===== src/rtl/pipe_ctl.sv =====
// Front-end pipeline sequencer: load-use interlock, mul/div and memory holds,
// redirect squashing and a stall-cycle profiling counter.
module pipe_ctl #(
  parameter int FLUSH_CYCLES = 2,
  parameter int CNT_W        = 32
) (
  input  logic             clk,
  input  logic             rst_n,
  input  logic [4:0]       id_rs1,
  input  logic [4:0]       id_rs2,
  input  logic             id_use_rs1,
  input  logic             id_use_rs2,
  input  logic [4:0]       ex_rd,
  input  logic             ex_is_load,
  input  logic             md_start,
  input  logic             md_done,
  input  logic             mem_busy,
  input  logic             bj_en,
  input  logic             trap_en,
  output logic             if_stall,
  output logic             id_stall,
  output logic             id_clear,
  output logic             ex_stall,
  output logic             busy,
  output logic [CNT_W-1:0] stall_cnt
);

  typedef enum logic [1:0] {
    RUN,
    MD_WAIT,
    MEM_WAIT,
    FLUSH
  } state_t;

  localparam int FW = (FLUSH_CYCLES > 1) ? $clog2(FLUSH_CYCLES) : 1;
  localparam logic [FW-1:0] FLUSH_INIT = FW'(FLUSH_CYCLES - 1);

  state_t        state, state_n;
  logic [FW-1:0] flush_cnt, flush_n;
  logic          md_pend, pend_n;
  logic          lu;
  logic          md_go;
  logic          hold;

  assign lu = ex_is_load && (ex_rd != 5'd0) &&
              ((id_use_rs1 && (id_rs1 == ex_rd)) ||
               (id_use_rs2 && (id_rs2 == ex_rd)));

  // A launch that completes in the same cycle never needs a hold.
  assign md_go = md_start && !md_done;

  always_ff @(posedge clk or negedge rst_n) begin
    if (!rst_n) begin
      state     <= RUN;
      flush_cnt <= '0;
      md_pend   <= 1'b0;
      stall_cnt <= '0;
    end else begin
      state     <= state_n;
      flush_cnt <= flush_n;
      md_pend   <= pend_n;
      if (if_stall)
        stall_cnt <= stall_cnt + CNT_W'(1);
    end
  end

  always_comb begin
    state_n = state;
    flush_n = flush_cnt;
    pend_n  = md_pend;
    if (trap_en) begin
      pend_n = 1'b0;
      if (FLUSH_CYCLES > 1) begin
        state_n = FLUSH;
        flush_n = FLUSH_INIT;
      end else begin
        state_n = RUN;
      end
    end else if (!bj_en) begin
      unique case (state)
        RUN: begin
          pend_n = 1'b0;
          if (mem_busy) begin
            state_n = MEM_WAIT;
            pend_n  = md_go;
          end else if (md_go) begin
            state_n = MD_WAIT;
          end
        end
        MD_WAIT: begin
          if (md_done)
            state_n = RUN;
        end
        MEM_WAIT: begin
          pend_n = md_pend && !md_done;
          if (!mem_busy) begin
            state_n = (md_pend && !md_done) ? MD_WAIT : RUN;
            pend_n  = 1'b0;
          end
        end
        FLUSH: begin
          if (flush_cnt <= FW'(1))
            state_n = RUN;
          else
            flush_n = flush_cnt - FW'(1);
        end
        default: state_n = RUN;
      endcase
    end
  end

  always_comb begin
    if_stall = 1'b0;
    id_stall = 1'b0;
    id_clear = 1'b0;
    ex_stall = 1'b0;
    hold     = 1'b0;
    if (!rst_n) begin
      hold = 1'b0;
    end else if (trap_en || bj_en) begin
      id_clear = 1'b1;
    end else begin
      unique case (state)
        RUN: begin
          if (mem_busy || md_go) begin
            hold = 1'b1;
          end else if (lu) begin
            if_stall = 1'b1;
            id_stall = 1'b1;
            id_clear = 1'b1;
          end
        end
        MD_WAIT:  hold = !md_done;
        MEM_WAIT: hold = mem_busy;
        FLUSH:    id_clear = 1'b1;
        default:  hold = 1'b0;
      endcase
      if (hold) begin
        if_stall = 1'b1;
        id_stall = 1'b1;
        ex_stall = 1'b1;
      end
    end
  end

  assign busy = (state != RUN);

endmodule


===== config.mk =====
export PLATFORM = sky130hd
export DESIGN_NAME = pipe_ctl
export DESIGN_NICKNAME = d
export VERILOG_FILES = /design/src/rtl/pipe_ctl.sv
export SDC_FILE = /design/constraint.sdc
export NUM_CORES = 1
export LEC_CHECK = 0
export CAP_MARGIN = 20
export CORE_MARGIN = 2
export CORE_UTILIZATION = 42
export DETAILED_ROUTE_END_ITERATION = 16
export HOLD_SLACK_MARGIN = 0.1
export PLACE_DENSITY = 0.85
export SLEW_MARGIN = 20
export SYNTH_ARGS = -nofsm -noshare
export SYNTH_HDL_FRONTEND = slang
export SYNTH_SLANG_ARGS = --single-unit

===== constraint.sdc =====
create_clock -name clk -period 2.1 [get_ports clk]
set_input_delay 0.21 -clock clk [delete_from_list [all_inputs] [get_ports clk]]
set_output_delay 0.21 -clock clk [all_outputs]
set_load 0.01 [all_outputs]

==> impl_metrics.yaml <==
outcome:
  status: "finished, violations left"
  violations: "setup timing"
critical_path:
  arrival_ps: 2360
  cp-end-kind: "flop"
  rr_worst_depth: 10
  crit_required_ps: 2270
  worstReg2RegStart: "state[1]"
  r2r-end: "stall_cnt[12]"
  reg2reg_setup_slack_ps: 0
  path_max_fanout: 5
  cp-startpoint: "ex_rd[1]"
  path_class: "in2reg"
  worstSetupStartpointType: "input port"
logic_synthesis:
  syn_area_um2: 2050
  postSynthAreaPerCell_um2: 10.1
  ys_types: 37
  syn-num-nets: 234
  synth-seq-area-share_pct: 42.6
  ys_ff_latch: 35
  yosysTopAreaCellShare_pct: 42.6
  yosys.area.top_type: "dfrtp_1"
  syn_inst: 204
  yosysWarnings: 0
  synth_area_leaders: "dfrtp_1, xor2_1, xnor2_1"
grt:
  antenna_found_initial: 0
  busiest_layer: "met2"
  grtUsageTotal_pct: 21.1
  grt_pass1_wl_um: 8750
  grt_max_degree: 33
  use_met3_pct: 5.28
  grt_pass1_vias: 1842
  met2_usage_pct: 35.7
  grt_util_met1_pct: 26.5
  grt_overflow: 0
clock_tree:
  hold_buffers: 0
  max-clock-path-buffers: 2
  clock_latency_ps: 280
  cts_max_level: 2
  clkSinkCount: 35
  numCtsBuffers: 5
  root_buffer: "clkbuf_8"
  tritoncts: "yes"
  clk_pin_slew_ps: 70
pwr:
  powerDensity_nw_per_um2: 486
  peakVddDrop_mv: 0.396
  p_total_mw: 1.62
  p_leak_nw: 1.50
routing:
  route.detailed.drc: 0
  drt_pass1_iterations: 4
  wl_um: 5850
  wl_per_cell_um: 15.6
  first_iter_violations: 124
  vias: 1892
  ant_nets: 0
  viasPerCell: 5.06
floorplan:
  initial_utilization_pct: 43.5
  rows: 25
  core_region_area_um2: 4720
  die_h_um: 73.9
  die_x_um: 73.9
  ios: 62
  die_area_um2: 5470
final_layout:
  syn_to_final_growth_pct: 62.1
  nets: 336
  nFillCells: 321
  n_antenna_cell: 0
  drive_gt1_share_pct: 28.3
  fin_util_pct: 70.5
timing:
  fin_skew_ps: 3.98
  worstMarginPinSlew_ps: 391
  min_period_ps: 2190
  maxSlewHeadroom_pct: 73.9
  rsz0062_at_grt: "yes"
  fin_ws_ps: -86.6
  fmax_mhz: 457
  setup_viol: 5
  finalHoldViolations: 0
  finalMaxSlewViolations: 0
  timing.final.crit_share_pct: 104
place:
  dp_hpwl_um: 3950
  gp_routability_congestion: 0.852
  portBuffers: 61
flow_run:
  max_cap_viol_count: 0
min_path:
  hold_class: "in2async"
where the power goes:
part / switching (mW) / internal [mW]
Combinational: 0.165 / 0.194
Clock: 0.226 / 0.299
Sequential: 0.0383 / 0.696
synthesized netlist by cell type (all sizes together):
cell type  instances
a32oi              2
nor3              13
o211ai             1
a2111oi            2
ha                 5
and2               8
a211o              1
xor2              25
nor4               5
or4                2
a22oi              1
clkbuf             2
nor4b              1
nand2b             5
mux2               1
nand3             15
nor2b              2
and3               4
nor2              13
o22ai              1
a21oi              5
dfrtp             35
buf                3
nand4              5
nand2             14
and4               4
xnor2             16
o21ai              5
inv                5
nor3b              3
how the worst max path moves through the flow:
stage	end	slack [ps]	cells after the start
2_1_floorplan	stall_cnt[1]	100	9
3_3_place_gp	id_clear	-400	8
3_5_place_dp	id_clear	-420	8
4_1_cts	id_clear	-140	9
5_1_grt	stall_cnt[12]	-140	10
6_report	stall_cnt[12]	-90	10
cell families (layout without fill, tap and decap cells):
logic type	Yosys count	in the layout	synth area share, %
buffers and inverters	10	113	2.74
DFF	35	35	42.6
xor gates and xnor gates	41	41	17.5
adders and majority gates	5	5	3.05
AOI/OAI and AO/OA	18	18	7.43
muxes	1	1	0.731
and+or+nand+nor	94	94	25.9
layout by cell type, fill, tap and decap left out, types with 3 or more instances in the layout:
cell type         n
buf_6             5
ha_4              4
and3_1            3
and2_1            8
o21ai_0           3
buf_4            36
nand2b_1          5
clkdlybuf4s50_1  54
dfrtp_1          35
inv_1             3
nand2_1          14
nand4_1           4
clkbuf_8          7
nor2_4            3
xnor2_2           4
nor3_1           12
xor2_1           25
nor4_2            3
xnor2_1          12
nor2_1           10
and4_1            3
nand3_1          14
through the flow:
stage          hold slack, ps  TNS [ps]  instances  area (um2)  worst slack, ps
2_1_floorplan           -85.6         0        204        2050             97.2
3_3_place_gp              464     -4290        362        2970             -398
3_5_place_dp              469     -5690        362        2970             -416
4_1_cts                   280      -144        373        3180             -144
5_1_grt                   304     -1030        374        3330             -142
6_report                  312      -139        374        3330            -86.6
worst max-delay path, cell delays in order:
cell	delay, ps
clkdlybuf4s50_1	420
buf_4	160
xnor2_2	170
nand4_1	190
o22ai_4	240
buf_6	130
a21oi_4	70
buf_6	130
or4_4	500
xnor2_1	140
flip-flops by register name, indices dropped and copies added, names as in the netlist:
name,cells
md_pend,1
state,2
stall_cnt,32
layer usage:
layer / vias to the layer above / part of all wire, % / routed length [um]
met2: 63 / 51 / 2960
met5: - / 0 / 0
met1: 906 / 41 / 2420
met4: 0 / 1.1 / 63
met3: 6 / 7.0 / 408
li1: 917 / - / -
layout make-up:
cell class	instances	area, um2	area share, %
clock buffer	8	100	3.01
timing repair buffer	100	915	27.5
sequential	35	876	26.3
tap	67	83.8	2.52
multi-input combinational	159	1340	40.1
inverter	5	18.8	0.564
what timing repair did:
item / 4_1_cts / 5_1_grt
setup endpoints to repair: 15 / 27
resized for setup: 34 / 26
setup buffers: 3 / 2
pin swaps: 6 / 16
No activity file was read; power rests on OpenSTA's default activity.
